[src/rtl/dcache_miss_ctrl_pkg.sv]
// Shared types for the cache miss controller: memory request payload, cache IDs, FSM states.
package dcache_miss_ctrl_pkg;

  localparam int ADDR_WIDTH        = 32;
  localparam int DCACHE_LINE_WIDTH = 128;

  localparam logic ICACHE_ID = 1'b0;
  localparam logic DCACHE_ID = 1'b1;

  typedef struct packed {
    logic [ADDR_WIDTH-1:0]        addr;
    logic                         is_store;
    logic [DCACHE_LINE_WIDTH-1:0] data;
  } memory_request_t;

  typedef enum logic [2:0] {
    IDLE      = 3'd0,
    WB_REQ    = 3'd1,
    WB_WAIT   = 3'd2,
    FILL_REQ  = 3'd3,
    FILL_WAIT = 3'd4
  } miss_ctrl_state_t;

endpackage

[src/rtl/dcache_miss_ctrl_if.sv]
// Miss-side bundle: cache miss request, arbiter request, shared response bus and fill return.
interface dcache_miss_ctrl_if;
  import dcache_miss_ctrl_pkg::*;

  logic                         miss_valid;
  logic [ADDR_WIDTH-1:0]        miss_line_addr;
  logic                         victim_dirty;
  logic [ADDR_WIDTH-1:0]        victim_line_addr;
  logic [DCACHE_LINE_WIDTH-1:0] victim_data;
  logic                         miss_ready;
  logic                         req_valid_miss;
  memory_request_t              req_info_miss;
  logic                         rsp_valid_miss;
  logic                         rsp_cache_id;
  logic [DCACHE_LINE_WIDTH-1:0] rsp_data_miss;
  logic                         rsp_bus_error;
  logic                         fill_valid;
  logic [ADDR_WIDTH-1:0]        fill_line_addr;
  logic [DCACHE_LINE_WIDTH-1:0] fill_data;
  logic                         fill_error;

  // master: cache plus memory side; slave: the miss controller
  modport master (
    output miss_valid, miss_line_addr, victim_dirty, victim_line_addr, victim_data,
    output rsp_valid_miss, rsp_cache_id, rsp_data_miss, rsp_bus_error,
    input  miss_ready, req_valid_miss, req_info_miss,
    input  fill_valid, fill_line_addr, fill_data, fill_error
  );

  modport slave (
    input  miss_valid, miss_line_addr, victim_dirty, victim_line_addr, victim_data,
    input  rsp_valid_miss, rsp_cache_id, rsp_data_miss, rsp_bus_error,
    output miss_ready, req_valid_miss, req_info_miss,
    output fill_valid, fill_line_addr, fill_data, fill_error
  );

endinterface

[src/rtl/dcache_miss_ctrl_timeout.sv]
// Wait-state counter; expired flags the last allowed wait cycle so the abort lands one cycle later.
module miss_timeout_counter #(
  parameter int TIMEOUT_CYCLES = 256
) (
  input  logic clock,
  input  logic reset,
  input  logic clear,
  input  logic enable,
  output logic expired
);

  localparam int            CW      = (TIMEOUT_CYCLES > 0) ? $clog2(TIMEOUT_CYCLES + 1) : 1;
  localparam logic [CW-1:0] LAST    = CW'(TIMEOUT_CYCLES - 1);
  localparam bit            HAS_TMO = (TIMEOUT_CYCLES != 0);

  logic [CW-1:0] count_q;

  always_ff @(posedge clock) begin
    if (reset || clear) begin
      count_q <= '0;
    end else if (enable && !expired) begin
      count_q <= count_q + CW'(1);
    end
  end

  assign expired = HAS_TMO && enable && (count_q == LAST);

endmodule

[src/rtl/dcache_miss_ctrl.sv]
// Miss handling unit: optional dirty writeback, then line refill, result returned to the cache.
//   state     | meaning
//   IDLE      | ready for a miss
//   WB_REQ    | writeback request pulse on the arbiter port
//   WB_WAIT   | waiting for the writeback response
//   FILL_REQ  | refill request pulse on the arbiter port
//   FILL_WAIT | waiting for the refill line
module dcache_miss_ctrl
  import dcache_miss_ctrl_pkg::*;
#(
  parameter logic CACHE_ID       = DCACHE_ID,
  parameter int   TIMEOUT_CYCLES = 256
) (
  input logic               clock,
  input logic               reset,
  dcache_miss_ctrl_if.slave bus
);

  miss_ctrl_state_t state_q, state_d;

  logic accept, rsp_match, in_wait, tmo_expired;

  logic                         req_valid_q, req_valid_d;
  memory_request_t              req_info_q, req_info_d;
  logic                         fill_valid_q, fill_valid_d;
  logic                         fill_error_q, fill_error_d;
  logic [DCACHE_LINE_WIDTH-1:0] fill_data_q, fill_data_d;
  logic [ADDR_WIDTH-1:0]        fill_addr_q, fill_addr_d;

  assign bus.miss_ready = (state_q == IDLE) && !reset;
  assign accept         = bus.miss_valid && bus.miss_ready;
  assign rsp_match      = bus.rsp_valid_miss && (bus.rsp_cache_id == CACHE_ID);
  assign in_wait        = (state_q == WB_WAIT) || (state_q == FILL_WAIT);

  miss_timeout_counter #(
    .TIMEOUT_CYCLES(TIMEOUT_CYCLES)
  ) u_timeout (
    .clock  (clock),
    .reset  (reset),
    .clear  (!in_wait),
    .enable (in_wait),
    .expired(tmo_expired)
  );

  always_ff @(posedge clock) begin
    if (reset) begin
      state_q      <= IDLE;
      req_valid_q  <= 1'b0;
      req_info_q   <= '0;
      fill_valid_q <= 1'b0;
      fill_error_q <= 1'b0;
      fill_data_q  <= '0;
      fill_addr_q  <= '0;
    end else begin
      state_q      <= state_d;
      req_valid_q  <= req_valid_d;
      req_info_q   <= req_info_d;
      fill_valid_q <= fill_valid_d;
      fill_error_q <= fill_error_d;
      fill_data_q  <= fill_data_d;
      fill_addr_q  <= fill_addr_d;
    end
  end

  // A response seen in the same cycle as the timeout takes priority.
  always_comb begin
    state_d = state_q;
    case (state_q)
      IDLE:      if (accept) state_d = bus.victim_dirty ? WB_REQ : FILL_REQ;
      WB_REQ:    state_d = WB_WAIT;
      WB_WAIT: begin
        if (rsp_match)        state_d = bus.rsp_bus_error ? IDLE : FILL_REQ;
        else if (tmo_expired) state_d = IDLE;
      end
      FILL_REQ:  state_d = FILL_WAIT;
      FILL_WAIT: if (rsp_match || tmo_expired) state_d = IDLE;
      default:   state_d = IDLE;
    endcase
  end

  // The request register doubles as the latch for victim address and data.
  always_comb begin
    req_valid_d  = 1'b0;
    req_info_d   = req_info_q;
    fill_valid_d = 1'b0;
    fill_error_d = fill_error_q;
    fill_data_d  = fill_data_q;
    fill_addr_d  = fill_addr_q;

    if (accept) fill_addr_d = bus.miss_line_addr;

    if (state_d == WB_REQ) begin
      req_valid_d         = 1'b1;
      req_info_d.addr     = bus.victim_line_addr;
      req_info_d.is_store = 1'b1;
      req_info_d.data     = bus.victim_data;
    end else if (state_d == FILL_REQ) begin
      req_valid_d         = 1'b1;
      req_info_d.addr     = fill_addr_d;
      req_info_d.is_store = 1'b0;
      req_info_d.data     = '0;
    end

    case (state_q)
      WB_WAIT: begin
        if ((rsp_match && bus.rsp_bus_error) || (!rsp_match && tmo_expired)) begin
          fill_valid_d = 1'b1;
          fill_error_d = 1'b1;
        end
      end
      FILL_WAIT: begin
        if (rsp_match) begin
          fill_valid_d = 1'b1;
          fill_error_d = bus.rsp_bus_error;
          fill_data_d  = bus.rsp_data_miss;
        end else if (tmo_expired) begin
          fill_valid_d = 1'b1;
          fill_error_d = 1'b1;
        end
      end
      default: ;
    endcase
  end

  assign bus.req_valid_miss = req_valid_q;
  assign bus.req_info_miss  = req_info_q;
  assign bus.fill_valid     = fill_valid_q;
  assign bus.fill_error     = fill_error_q;
  assign bus.fill_data      = fill_data_q;
  assign bus.fill_line_addr = fill_addr_q;

endmodule

[src/flat_wrapper.sv]
// flat-port wrapper written by rule: the top's interface ports become plain ports
module dcache_miss_ctrl_flat import dcache_miss_ctrl_pkg::*;
#(
  parameter logic CACHE_ID       = DCACHE_ID,
  parameter int   TIMEOUT_CYCLES = 256
)
  (clock, reset, bus_miss_valid, bus_miss_line_addr, bus_victim_dirty, bus_victim_line_addr, bus_victim_data, bus_rsp_valid_miss, bus_rsp_cache_id, bus_rsp_data_miss, bus_rsp_bus_error, bus_miss_ready, bus_req_valid_miss, bus_req_info_miss, bus_fill_valid, bus_fill_line_addr, bus_fill_data, bus_fill_error);
  dcache_miss_ctrl_if bus_i ();
  input logic clock;
  input logic reset;
  input wire logic [$bits(bus_i.miss_valid)-1:0] bus_miss_valid;
  input wire logic [$bits(bus_i.miss_line_addr)-1:0] bus_miss_line_addr;
  input wire logic [$bits(bus_i.victim_dirty)-1:0] bus_victim_dirty;
  input wire logic [$bits(bus_i.victim_line_addr)-1:0] bus_victim_line_addr;
  input wire logic [$bits(bus_i.victim_data)-1:0] bus_victim_data;
  input wire logic [$bits(bus_i.rsp_valid_miss)-1:0] bus_rsp_valid_miss;
  input wire logic [$bits(bus_i.rsp_cache_id)-1:0] bus_rsp_cache_id;
  input wire logic [$bits(bus_i.rsp_data_miss)-1:0] bus_rsp_data_miss;
  input wire logic [$bits(bus_i.rsp_bus_error)-1:0] bus_rsp_bus_error;
  output wire logic [$bits(bus_i.miss_ready)-1:0] bus_miss_ready;
  output wire logic [$bits(bus_i.req_valid_miss)-1:0] bus_req_valid_miss;
  output wire logic [$bits(bus_i.req_info_miss)-1:0] bus_req_info_miss;
  output wire logic [$bits(bus_i.fill_valid)-1:0] bus_fill_valid;
  output wire logic [$bits(bus_i.fill_line_addr)-1:0] bus_fill_line_addr;
  output wire logic [$bits(bus_i.fill_data)-1:0] bus_fill_data;
  output wire logic [$bits(bus_i.fill_error)-1:0] bus_fill_error;
  assign bus_i.miss_valid = bus_miss_valid;
  assign bus_i.miss_line_addr = bus_miss_line_addr;
  assign bus_i.victim_dirty = bus_victim_dirty;
  assign bus_i.victim_line_addr = bus_victim_line_addr;
  assign bus_i.victim_data = bus_victim_data;
  assign bus_i.rsp_valid_miss = bus_rsp_valid_miss;
  assign bus_i.rsp_cache_id = bus_rsp_cache_id;
  assign bus_i.rsp_data_miss = bus_rsp_data_miss;
  assign bus_i.rsp_bus_error = bus_rsp_bus_error;
  assign bus_miss_ready = bus_i.miss_ready;
  assign bus_req_valid_miss = bus_i.req_valid_miss;
  assign bus_req_info_miss = bus_i.req_info_miss;
  assign bus_fill_valid = bus_i.fill_valid;
  assign bus_fill_line_addr = bus_i.fill_line_addr;
  assign bus_fill_data = bus_i.fill_data;
  assign bus_fill_error = bus_i.fill_error;
  dcache_miss_ctrl #(.CACHE_ID(CACHE_ID), .TIMEOUT_CYCLES(TIMEOUT_CYCLES)) u_core (.clock(clock), .reset(reset), .bus(bus_i));
endmodule
[config.mk]
export PLATFORM = sky130hd
export DESIGN_NAME = dcache_miss_ctrl_flat
export DESIGN_NICKNAME = d
export VERILOG_FILES = /design/src/rtl/dcache_miss_ctrl_pkg.sv /design/src/rtl/dcache_miss_ctrl_if.sv /design/src/rtl/dcache_miss_ctrl_timeout.sv /design/src/rtl/dcache_miss_ctrl.sv /design/src/flat_wrapper.sv
export SDC_FILE = /design/constraint.sdc
export NUM_CORES = 1
export LEC_CHECK = 0
export ABC_CLOCK_PERIOD_IN_PS = 6550
export CAP_MARGIN = 5
export CORE_AREA = 2 2 255 257
export DETAILED_ROUTE_END_ITERATION = 12
export DIE_AREA = 0 0 257 259
export HOLD_SLACK_MARGIN = 0.12
export PLACE_DENSITY = 0.44
export REMOVE_ABC_BUFFERS = 1
export SYNTH_ARGS = -nofsm -noshare
export SYNTH_HDL_FRONTEND = slang
export SYNTH_SLANG_ARGS = --single-unit
export TNS_END_PERCENT = 10
[constraint.sdc]
create_clock -name clock -period 6.55 [get_ports clock]
set_clock_uncertainty 0.1 [all_clocks]
set_input_delay 1.31 -clock clock [delete_from_list [all_inputs] [get_ports clock]]
set_output_delay 1.31 -clock clock [all_outputs]
set_load 0.05 [all_outputs]
[Yosys cells after proc, flatten, opt, wreduce, memory -nomap -nowiden]
Cells that the tools add are included.
Storage, ports and cells
  output and inout port bits: 325
  bits in registers: 336
Operators by class
  reductions and logical operators: 20
  equal/unequal tests: 9
  add/sub/neg operators: 1
  multiplexer cells: 20
Operators with widths (count)
  2-to-1 mux 161 bit: 2
  2-to-1 mux 32 bit: 1
  one-hot mux 3 bit (5 select lines): 1
  2-to-1 mux 3 bit: 4
  adder 9 x 1 -> 9 bit (second input constant): 1
  equality test 3 x 2 -> 1 bit (second input constant): 3
  equality test 9 x 8 -> 1 bit (second input constant): 1
  2-to-1 mux 1 bit: 8
  logical AND 1 bit: 7
  equality test 3 x 1 -> 1 bit (second input constant): 2
  zero test 1 bit: 4
  logical OR 1 bit: 4
  2-to-1 mux 2 bit: 2
  one-hot mux 1 bit (2 select lines): 2
  nonzero test 2 bit: 2
  equality test 3 bit (second input constant): 1
  zero test 3 bit: 1
  inequality test 3 x 1 -> 1 bit (second input constant): 1
  AND reduction 3 bit: 1
  inequality test 2 bit (second input constant): 1
  AND reduction 2 bit: 1

[Depth between registers and ports, before layout]
Gate-level depths: netlist (run 1).
  depth in word-level cells: 9
  mapped depth: 11
  mapped depth without buffers: 8

[Cells and area by module]
Synthesis (run 1) repeated with hierarchy kept, for this count alone.
Unflattened totals
  cells, all modules: 1326
  area, all modules: 12055.3 µm²
Modules (own cells, without submodules)
  dcache_miss_ctrl: times used 1, area an instance 11612.4 µm², cells each 1276
  miss_timeout_counter: times used 1, area an instance 442.9 µm², cells each 50

[Worst setup path after synthesis (run 1)]
No wires, ideal clock.
  path type: input to output
  start: in reset
  end: out bus_miss_ready
  stages: 2
  arrival: 2202 ps
  data required time: 5140 ps
  path slack: 2938 ps
  cell sequence: buf_2 nor4_4
Between the ends
  longest elaborated chain between the ends: 2
RTL lines
  start: declaration: RTL line flat_wrapper.sv:10  | input logic reset;
  zero test 1 bit: RTL line dcache_miss_ctrl.sv:30  | assign bus.miss_ready = (state_q == IDLE) && !reset;
  logical AND 1 bit: RTL line dcache_miss_ctrl.sv:30
  end: declaration: RTL line flat_wrapper.sv:20  | output wire logic [$bits(bus_i.miss_ready)-1:0] bus_miss_ready;
Every way passes these cells.

[Final worst setup path (run 1)]
Ends and elaborated chain as after synthesis.

==> summary.md, run 1 <==
| Metric | Value |
|---|---|
| Status | `completed` |
| DP Wirelength | `between 30,000 and 40,000 microns` |
| WHS Endpoint | `u_core.bus.fill_data[8]` |
| Total of max-cap violations | `0` |
| CTS root buf | `clkbuf_16` |
| PortBufs | `651` |
| Hold path depth | `2` |
| Area Overhead vs Synth | `77.4%` |
| Register area | `just under 7000 sq um` |
| Die Span X | `257 microns` |
| Yosys synthesis warning count | `0` |
| Worst setup EP type | `primary output` |
| Critical path type | `input port to primary output` |
| Largest net degree at the start of global routing | `~140` |
| Main combinational cell family by area after synthesis | `compound AO/OA/AOI/OAI gates` |
| Main synth FF type | `dfxtp_1` |
| Post-synth top area share | `0.596` |
| Reg2reg setup slack | `3.21 ns` |
| Inst Count DP | `2,595` |
| Worst-path cell chain | `buf_6 -> nor4_4 -> clkdlybuf4s50_1` |
| Worst hold-check path type | `register to register` |
| Count leader, synth | `dfxtp_1` |
| Switching share of power | `0.281` |
| Max Slew Vio Count | `0` |
| Synth Register Bits | `~340` |
| Launch point of the worst reg-to-reg path | `u_core.u_timeout.count_q[0]` |
| Post-synthesis cell area | `11,300 sq um` |
| Die area | `66,600 sq um` |
| Post-route insts no fill | `2,674` |
| Routed wire length | `50,000 microns` |
| Initial antenna violation count | `11` |
| FP Rows | `a little over 90` |
| Post-synth EDFFs | `0` |
| Seq/Total Area, Yosys | `0.596` |
| TritonCTS buffer count | `43` |
| Top post-synthesis cells by area | `dfxtp_1 60%, a22o_1 9.9%, nand2_1 9.8%, a21oi_1 5.9%, mux2i_1 2.9%` |
| Post-CTS sizing | `0` |
| Final period utilization | `0.685` |
| Post-synthesis cell count | `1,169` |
| Required time worst endpoint | `5.14 ns` |
| Comb pwr share | `0.177` |
| Num Clock Sinks | `336` |
| Synth unique cells | `36` |
| Crit path max fanout | `103` |
| Worst path slowest cell | `clkdlybuf4s50_1` |
| Buf/Inv on CP | `2` |
| Int Power | `between 4000 and 5000 uW` |
| Vias per cell | `4.05` |
| Sequential fraction of design power | `0.393` |
| # setup viols final | `0` |
| Setup Fix Bufs, Post-CTS | `0` |
| CTS H-tree lvls | `2` |
| Antenna Nets Post-Route | `0` |
| Die height | `approximately 260 microns` |
| RSZ-0062 raised after global routing | `false` |
| Compound-Gate Fraction of Synth Area | `0.189` |
| Leak | `0.00732 uW` |
| R2r endpoint | `u_core.bus.req_info_miss[50]` |
| Setup_tns | `0 ns` |
| Clk pwr share | `0.430` |
| Via count | `10.8k` |
| Hold path startpoint | `u_core.bus.fill_data[8]` |
| Worst-path clk slew | `0.06 ns` |
| Worst path max stage delay | `0.90 ns` |
| Hold Fails Final Rpt | `0` |
| Top Ports | `~650` |
| TritonRoute pass-1 iters | `7` |
| Initial core utilization | `0.177` |
| Area of the multi-input gates | `4050 sq um` |
| Maximum vdd drop | `0.148 mV` |
| Power per cell area | `280 nW/um^2` |
| Slew headroom | `0.387` |
| Adder-cell share of the synthesized area | `0.00222` |
| CTS Hold Buffers Added | `0` |
| CTS tree | `done` |
| R2R cell count | `9` |
| Layout cells sized above 1 | `0.0484` |
| Synth area leader | `dfxtp_1` |
| Final nets | `2,114` |
| Fmax achieved | `between 200 and 250 MHz` |
| Worst Setup Start Kind | `input port` |
| Hold Slack | `0.350 ns` |
| Vias in the first global route | `between 10k and 15k` |
| Psw | `roughly 1600 uW` |
| Worst-skew pair later-pin latency | `0.55 ns` |
| Core area | `63,900 sq um` |
| Post-DR wirelength/cell | `around 19 microns` |
| # fillers | `6,580` |
| All-Layer GR Usage | `0.143` |
| Mux cell area share after synthesis | `0.0292` |
| Post-synth top cells | `336 x dfxtp_1, 294 x nand2_1, 134 x a21oi_1, 128 x a22o_1, 49 x clkbuf_1` |
| Ys async rst share | `0` |
| Clock buffer depth | `3` |
| Simple-gate portion of the synthesized area | `0.129` |
| Final GP Congestion | `0.815` |
| Syn Area/Cell | `9.66 sq um` |
| First-pass GRT wire length | `about 70,000 microns` |
| Worst Tran Pin Value | `0.919 ns` |
| Family with the most delay on the worst path | `buffers and inverters` |
| Post-route minimum period | `about 4.5 ns` |
| GRT Residual Overflow | `0` |
| Xor-xnor portion of the synthesized cell area | `0.00620` |
| # DRC | `0` |
| Drt initial violations | `between 400 and 500` |
| Critical Path AT | `3.07 ns` |
kinds of logic (layout without fill, tap and decap cells):
family          count (synthesis)  after routing
fa+ha+maj                       2              2
other cells                     0              1
flops                         336            336
buf+inv                       124            773
mux                            33             33
xor+xnor                        8              8
simple gates                  365            365
compound gates                301            301
tightest hold or removal path: stages, from the launching register on:
cell,delay (ns)
dfxtp_1,0.30
nand2_1,0.05
a21oi_1,0.05
worst max path at each step:
stage                               from                           to  cells past startpoint
final                              reset               bus_miss_ready                      3
after CTS                          reset               bus_miss_ready                      3
after floorplan           bus_miss_valid  u_core.bus.req_info_miss[0]                      2
after global routing               reset               bus_miss_ready                      3
after detailed placement           reset               bus_miss_ready                      3
after global placement             reset               bus_miss_ready                      3
routing by layer:
metal  share of wire  vias up  routed length, microns  global-route usage
li1                -     5235                       -                   -
met2            0.48      494                   24000               0.246
met4           0.029        6                    1460              0.0465
met3            0.10       86                    5020              0.0606
met1            0.39     5009                   19400               0.158
met5         0.00078        -                      39                   0
metrics by stage:
stage                     setup WS [ns]  cell area, sq um  total power, uW  utilization
after floorplan                  -0.529             10900             2750            -
after global placement             2.07             18600             3250        0.291
after detailed placement           2.05             18600             3250        0.291
after CTS                          2.04             20000             5730        0.314
after global routing               1.99             20000             5850        0.314
final                              2.07             20000             5620        0.314
power by group through the flow:
stage | clock (uW) | combinational, uW | sequential [uW]
final | 2410 | 996 | 2210
after global routing | 2590 | 1040 | 2220
after CTS | 2510 | 1010 | 2210
after detailed placement | 0 | 1010 | 2250
after global placement | 0 | 1010 | 2250
after floorplan | 0 | 157 | 2590
registers in the layout, indices dropped and copies added, names as in the netlist:
| name | flops |
|---|---|
| u_core.bus.fill_line_addr | 32 |
| u_core.bus.req_valid_miss | 1 |
| u_core.u_timeout.count_q | 9 |
| u_core.state_q | 3 |
| u_core.bus.fill_valid | 1 |
| u_core.bus.req_info_miss | 161 |
| u_core.bus.fill_data | 128 |
| u_core.bus.fill_error | 1 |
layout by cell type (no fill, tap or decap), types with 2 or more instances in the layout:
cell and count:
clkbuf_16 43, inv_1 33, nor4_1 2, mux2i_1 33, xor2_1 2, ha_1 2, a211oi_1 2, o221ai_1 32
buf_4 9, nand4_1 2, clkinv_2 8, nor2_1 48, dfxtp_1 336, bufinv_16 4, clkbuf_8 10, nand4b_1 2
nor3b_1 2, clkdlybuf4s50_1 650, clkbuf_1 10, xnor2_1 6, a22o_1 128, buf_12 2, nand3_1 3, nand2_1 294
a21oi_1 134, clkinv_4 2
cell type report:
cell class                      count  share of cell area
Clock buffer                       63              0.0624
Tap cell                          855              0.0534
Multi-Input combinational cell    709               0.202
Antenna cell                        1            0.000125
Inverter                           33             0.00618
Clock inverter                     15             0.00930
Timing Repair Buffer              662               0.331
Sequential cell                   336               0.336
Note: power is estimated with default switching activity, not from simulation.
==> run 2: changes to the inputs <==
--- a/config.mk
+++ b/config.mk
@@ -5,13 +5,13 @@
 export SDC_FILE = /design/constraint.sdc
 export NUM_CORES = 1
 export LEC_CHECK = 0
-export ABC_CLOCK_PERIOD_IN_PS = 6550
+export ABC_CLOCK_PERIOD_IN_PS = 4000
 export CAP_MARGIN = 5
-export CORE_AREA = 2 2 255 257
+export CORE_AREA = 2 2 256 258
 export DETAILED_ROUTE_END_ITERATION = 12
-export DIE_AREA = 0 0 257 259
+export DIE_AREA = 0 0 258 260
 export HOLD_SLACK_MARGIN = 0.12
-export PLACE_DENSITY = 0.44
+export PLACE_DENSITY = 0.45
 export REMOVE_ABC_BUFFERS = 1
 export SYNTH_ARGS = -nofsm -noshare
 export SYNTH_HDL_FRONTEND = slang
==> constraint.sdc (replaced) <==
create_clock -name clock -period 4 [get_ports clock]
set_clock_uncertainty 0.1 [all_clocks]
set_input_delay 0.8 -clock clock [delete_from_list [all_inputs] [get_ports clock]]
set_output_delay 0.8 -clock clock [all_outputs]
set_load 0.05 [all_outputs]
==> summary.md, run 2 (synthesized netlist as in run 1, its figures left out) <==
| Metric | Value |
|---|---|
| Worst hold-check path type | `register to register` |
| Worst-skew pair later-pin latency | `0.54 ns (about the same)` |
| Drt initial violations | `522 (+4.8%)` |
| Int Power | `6460 uW (+60%)` |
| Top Ports | `652 (unchanged)` |
| WHS Endpoint | `u_core.bus.fill_data[43]` |
| Commonest non-fill, non-tap cell in the layout | `clkdlybuf4s50_1` |
| Worst Setup Start Kind | `register` |
| RSZ-0062 raised after global routing | `false` |
| GRT Residual Overflow | `0 (unchanged)` |
| Hold Fails Final Rpt | `0 (unchanged)` |
| CTS root buf | `clkbuf_16` |
| Final nets | `2,124 (+0.47%)` |
| TritonRoute pass-1 iters | `4 (-3)` |
| Post-DR wirelength/cell | `18.2 microns (-2.7%)` |
| CTS Hold Buffers Added | `0 (unchanged)` |
| CTS H-tree lvls | `2 (unchanged)` |
| Worst Tran Pin Value | `1.03 ns (+0.115 ns)` |
| Final period utilization | `0.819` |
| Fin area | `20,100 sq um (+0.52%)` |
| All-Layer GR Usage | `0.138 (-0.00511)` |
| PortBufs | `651 (unchanged)` |
| Die height | `260 microns (+0.39%)` |
| Launch point of the worst reg-to-reg path | `u_core.u_timeout.count_q[0]` |
| Setup_tns | `0 ns (unchanged)` |
| FP Rows | `93 (unchanged)` |
| Vias per cell | `4.04 (-0.19%)` |
| Inst Count DP | `2,607 (+0.46%)` |
| DP Wirelength | `36,200 microns (-1.0%)` |
| Initial core utilization | `0.176 (-0.000642)` |
| Crit path max fanout | `11 (-89%)` |
| Clk pwr share | `0.415 (-0.015)` |
| Worst-path clk slew | `0.06 ns (about the same)` |
| Total power | `8990 uW (+60%)` |
| Leak | `0.00737 uW (+0.73%)` |
| Layout cells sized above 1 | `0.0520 (+0.00362)` |
| # setup viols final | `0 (unchanged)` |
| Critical path type | `register to primary output` |
| Die Span X | `258 microns (+0.39%)` |
| CTS tree | `done` |
| TritonCTS buffer count | `41 (-4.7%)` |
| R2R cell count | `9 (unchanged)` |
| Switching share of power | `0.281 (about the same)` |
| Routed wire length | `48,900 microns (-2.3%)` |
| Critical Path AT | `2.38 ns (-0.69 ns)` |
| Fmax achieved | `305 MHz` |
| Clock buffer depth | `3 (unchanged)` |
| Die area | `67,100 sq um (+0.78%)` |
| Post-route minimum period | `3.28 ns` |
| Hold path depth | `2 (unchanged)` |
| Num Clock Sinks | `336 (unchanged)` |
| Post-Place Cell Area | `18,800 sq um (+0.96%)` |
| Commonest cells after routing, fill and taps aside | `650 x clkdlybuf4s50_1, 336 x dfxtp_1, 294 x nand2_1, 134 x a21oi_1, 128 x a22o_1` |
| Via count | `10.9k (+0.26%)` |
| Required time worst endpoint | `3.10 ns (-2.04 ns)` |
| Max Slew Vio Count | `0 (unchanged)` |
| Worst setup EP type | `primary output` |
| Maximum vdd drop | `0.249 mV (+68%)` |
| Utilization after layout | `0.314 (+0.000501)` |
| Post-CTS sizing | `0 (unchanged)` |
| Psw | `2520 uW (+60%)` |
| Area Overhead vs Synth | `78.3%` |
| Setup Fix Bufs, Post-CTS | `0 (unchanged)` |
| Largest register FFs | `161 (unchanged)` |
| R2r endpoint | `u_core.bus.req_info_miss[36]` |
| Largest net degree at the start of global routing | `171 (+26%)` |
| Total of max-cap violations | `0 (unchanged)` |
| Hold path startpoint | `u_core.bus.fill_data[43]` |
| Core area | `64,100 sq um (+0.36%)` |
| Initial antenna violation count | `10 (-1)` |
| Status | `completed` |
| # DRC | `0 (unchanged)` |
| Comb pwr share | `0.183 (+0.006)` |
| Antenna Nets Post-Route | `0 (unchanged)` |
| Vias in the first global route | `11.1k (+1.1%)` |
| # fillers | `6,637 (+0.87%)` |
| Reg2reg setup slack | `1.18 ns (-2.03 ns)` |
| Power per cell area | `446 nW/um^2 (+59%)` |
| Final GP Congestion | `0.819 (+0.49%)` |
| Slew headroom | `0.311 (-0.0765)` |
| First-pass GRT wire length | `70,600 microns (-2.0%)` |
| Post-route insts no fill | `2,686 (+0.45%)` |
| Sequential fraction of design power | `0.403 (+0.010)` |
-- run 2: worst max path at each step --
stage	start	to	slack, ns	cells past startpoint
6_report	u_core.state_q[0]	bus_miss_ready	0.72	2
3_5_place_dp	reset	u_core.bus.req_info_miss[36]	0.69	7
2_1_floorplan	bus_miss_valid	u_core.bus.req_info_miss[0]	-2.57	2
4_1_cts	u_core.state_q[0]	bus_miss_ready	0.65	2
5_1_grt	u_core.state_q[0]	bus_miss_ready	0.56	2
3_3_place_gp	reset	u_core.bus.req_info_miss[112]	0.71	7
-- run 2: area by class of cell --
type / count / area, sq um / area share
Clock inverter: 8 / 72.6 / 0.00360
Multi-Input combinational cell: 709 / 4050 / 0.201
Clock buffer: 66 / 1280 / 0.0637
Antenna cell: 5 / 12.5 / 0.000621
Tap cell: 855 / 1070 / 0.0531
Sequential cell: 336 / 6730 / 0.334
Inverter: 33 / 124 / 0.00615
Timing Repair Buffer: 674 / 6800 / 0.338
-- run 2: metrics by stage --
stage / worst slack [ns] / hold WS, ns
floorplan: -2.57 / 0.354
CTS: 0.650 / 0.354
detailed placement: 0.690 / 0.346
global route: 0.560 / 0.367
finish: 0.723 / 0.352
global placement: 0.711 / 0.341
-- run 2: worst max-delay path: stages (launching register included) --
cell and delay, ns:
dfxtp_1 0.44, nor4_4 0.50, clkdlybuf4s50_1 0.89
-- run 2: per-layer routing --
metal | global-route usage | wire length (microns) | part of all wire | vias up
met5 | 0 | 19 | 0.00039 | -
met4 | 0.0562 | 1460 | 0.030 | 4
met3 | 0.0565 | 5090 | 0.10 | 81
met2 | 0.236 | 23400 | 0.48 | 506
met1 | 0.151 | 18900 | 0.39 | 4992
li1 | - | - | - | 5275
-- run 2: power by group through the flow --
stage / clock, uW / sequential [uW] / combinational (uW)
after floorplan: 0 / 4240 / 257
after global placement: 0 / 3690 / 1660
after detailed placement: 0 / 3680 / 1660
after CTS: 3890 / 3620 / 1670
after global routing: 4010 / 3640 / 1720
final: 3720 / 3620 / 1640
==> run 3: changes to the inputs <==
--- a/config.mk
+++ b/config.mk
@@ -5,7 +5,7 @@
 export SDC_FILE = /design/constraint.sdc
 export NUM_CORES = 1
 export LEC_CHECK = 0
-export ABC_CLOCK_PERIOD_IN_PS = 4000
+export ABC_CLOCK_PERIOD_IN_PS = 2700
 export CAP_MARGIN = 5
 export CORE_AREA = 2 2 256 258
 export DETAILED_ROUTE_END_ITERATION = 12
==> constraint.sdc (replaced) <==
create_clock -name clock -period 2.7 [get_ports clock]
set_clock_uncertainty 0.1 [all_clocks]
set_input_delay 0.54 -clock clock [delete_from_list [all_inputs] [get_ports clock]]
set_output_delay 0.54 -clock clock [all_outputs]
set_load 0.05 [all_outputs]
==> summary.md, run 3 (synthesized netlist as in run 1, its figures left out) <==
| Metric | Value |
|---|---|
| Worst Tran Pin Value | `0.793 ns (-0.241 ns)` |
| Largest register FFs | `161 (unchanged)` |
| Power per cell area | `657 nW/um^2 (+47%)` |
| Critical Path AT | `1.86 ns (-0.52 ns)` |
| Worst-path clk slew | `0.06 ns (about the same)` |
| Launch point of the worst reg-to-reg path | `u_core.u_timeout.count_q[0]` |
| Die height | `260 microns (unchanged)` |
| Fmax achieved | `400 MHz` |
| Slew headroom | `0.471 (+0.160)` |
| Buf/Inv on CP | `1 (unchanged)` |
| CTS tree | `done` |
| Area Overhead vs Synth | `81.7%` |
| Worst path max stage delay | `0.97 ns (+0.08 ns)` |
| # setup viols final | `0 (unchanged)` |
| Leak | `0.00758 uW (+2.9%)` |
| Top Ports | `652 (unchanged)` |
| CTS H-tree lvls | `2 (unchanged)` |
| Post-route insts no fill | `2,713 (+1.0%)` |
| TritonCTS buffer count | `41 (unchanged)` |
| Reg2reg setup slack | `0.31 ns (-0.87 ns)` |
| Worst-path cell chain | `clkdlybuf4s50_1` |
| Layout cells sized above 1 | `0.0711 (+0.0191)` |
| Required time worst endpoint | `2.06 ns (-1.04 ns)` |
| Antenna Nets Post-Route | `0 (unchanged)` |
| Post-route minimum period | `between 2 and 2.5 ns` |
| DP Wirelength | `37,100 microns (+2.5%)` |
| Hold Fails Final Rpt | `0 (unchanged)` |
| Final period utilization | `0.925` |
| Commonest non-fill, non-tap cell in the layout | `clkdlybuf4s50_1` |
| First-pass GRT wire length | `71,700 microns (+1.6%)` |
| Drt initial violations | `481 (-7.9%)` |
| RSZ-0062 raised after global routing | `false` |
| Routed wire length | `49,300 microns (+0.96%)` |
| Via count | `10.9k (+0.16%)` |
| Critical path type | `register to primary output` |
| CTS root buf | `clkbuf_16` |
| Worst setup EP type | `primary output` |
| Total power | `13,500 uW (+50%)` |
| Vias per cell | `4.01 (-0.84%)` |
| Total of max-cap violations | `0 (unchanged)` |
| Family with the most delay on the worst path | `buffers and inverters` |
| Hold Slack | `0.352 ns (+0.000226 ns)` |
| # DRC | `0 (unchanged)` |
| Post-DR wirelength/cell | `18.2 microns (about the same)` |
| Vias in the first global route | `11.2k (+0.51%)` |
| Die area | `67,100 sq um (unchanged)` |
| Setup Fix Bufs, Post-CTS | `0 (unchanged)` |
| Max Slew Vio Count | `0 (unchanged)` |
| Initial antenna violation count | `8 (-2)` |
| Status | `completed` |
| Worst hold-check path type | `register to register` |
| # fillers | `6,611 (-0.39%)` |
| Commonest cells after routing, fill and taps aside | `649 x clkdlybuf4s50_1, 336 x dfxtp_1, 294 x nand2_1, 134 x a21oi_1, 128 x a22o_1` |
| FP Rows | `93 (unchanged)` |
| Final GP Congestion | `0.803 (-1.9%)` |
| Largest net degree at the start of global routing | `133 (-22%)` |
| Num Clock Sinks | `336 (unchanged)` |
| Hold path startpoint | `u_core.bus.fill_data[41]` |
| Core area | `64,100 sq um (unchanged)` |
| Worst-skew pair later-pin latency | `0.54 ns (about the same)` |
| Die Span X | `258 microns (unchanged)` |
| Worst Setup Start Kind | `register` |
| Clock buffer depth | `3 (unchanged)` |
| TritonRoute pass-1 iters | `6 (+2)` |
| Worst Setup SP | `u_core.bus.req_info_miss[151]` |
| Setup_tns | `0 ns (unchanged)` |
| Crit path max fanout | `2 (-9)` |
| Post-CTS sizing | `0 (unchanged)` |
| Utilization after layout | `0.320 (+0.00585)` |
| Worst path slowest cell | `clkdlybuf4s50_1` |
| CTS Hold Buffers Added | `0 (unchanged)` |
| Final nets | `2,155 (+1.5%)` |
| PortBufs | `651 (unchanged)` |
| GRT Residual Overflow | `0 (unchanged)` |
| Maximum vdd drop | `0.418 mV (+68%)` |
| Inst Count DP | `2,638 (+1.2%)` |
| All-Layer GR Usage | `0.140 (+0.00233)` |
| Initial core utilization | `0.176 (unchanged)` |
-- run 3: changes by cell type in the layout (fill, tap and decap cells not counted) --
cell | before | now
buf_12 | 9 | 19
buf_4 | 14 | 36
bufinv_16 | 1 | 2
clkbuf_1 | 11 | 5
clkbuf_8 | 12 | 11
clkdlybuf4s50_1 | 650 | 649
clkinv_2 | 5 | 7
clkinvlp_4 | 0 | 2
diode_2 | 5 | 2
inv_6 | 1 | 2
-- run 3: worst paths after layout --
| check | endpoint | cells past startpoint |
|---|---|---|
| max | bus_req_info_miss[151] | 1 |
| min | u_core.bus.fill_data[41] | 2 |
| max reg2reg | u_core.bus.req_info_miss[99] | 9 |
| min reg2reg | u_core.bus.fill_data[41] | 2 |
-- run 3: per-layer routing --
metal,track usage,wire length [microns]
met2,0.240,23500
met3,0.0629,5300
met4,0.0487,1430
met5,0,53
met1,0.153,19000
-- run 3: worst reg2reg max path: stages, from the launching register on --
cell and delay (ns):
dfxtp_1 0.37, ha_1 0.23, nand3_1 0.09, nor2_1 0.11
ha_1 0.20, a21bo_2 0.24, nand3_1 0.16, and3b_4 0.42
buf_12 0.25, a22o_1 0.16
-- run 3: layout make-up --
| type | count | area (sq um) | area share |
|---|---|---|---|
| Antenna cell | 2 | 5.00 | 0.000244 |
| Clock inverter | 14 | 136 | 0.00665 |
| Multi-Input combinational cell | 709 | 4050 | 0.197 |
| Sequential cell | 336 | 6730 | 0.328 |
| Tap cell | 855 | 1070 | 0.0521 |
| Clock buffer | 59 | 1250 | 0.0607 |
| Inverter | 33 | 124 | 0.00604 |
| Timing Repair Buffer | 705 | 7160 | 0.349 |
-- run 3: metrics by stage --
step | instance area [sq um] | worst slack (ns)
global placement | 19100 | 0.235
detailed placement | 19100 | 0.191
finish | 20500 | 0.202
CTS | 20500 | 0.126
floorplan | 10900 | -3.83
global route | 20500 | 0.0944
-- run 3: report_power, final --
| group | total, uW | internal [uW] | switching (uW) |
|---|---|---|---|
| Combinational | 2490 | 1070 | 1420 |
| Clock | 5620 | 3400 | 2220 |
| Sequential | 5360 | 5210 | 149 |
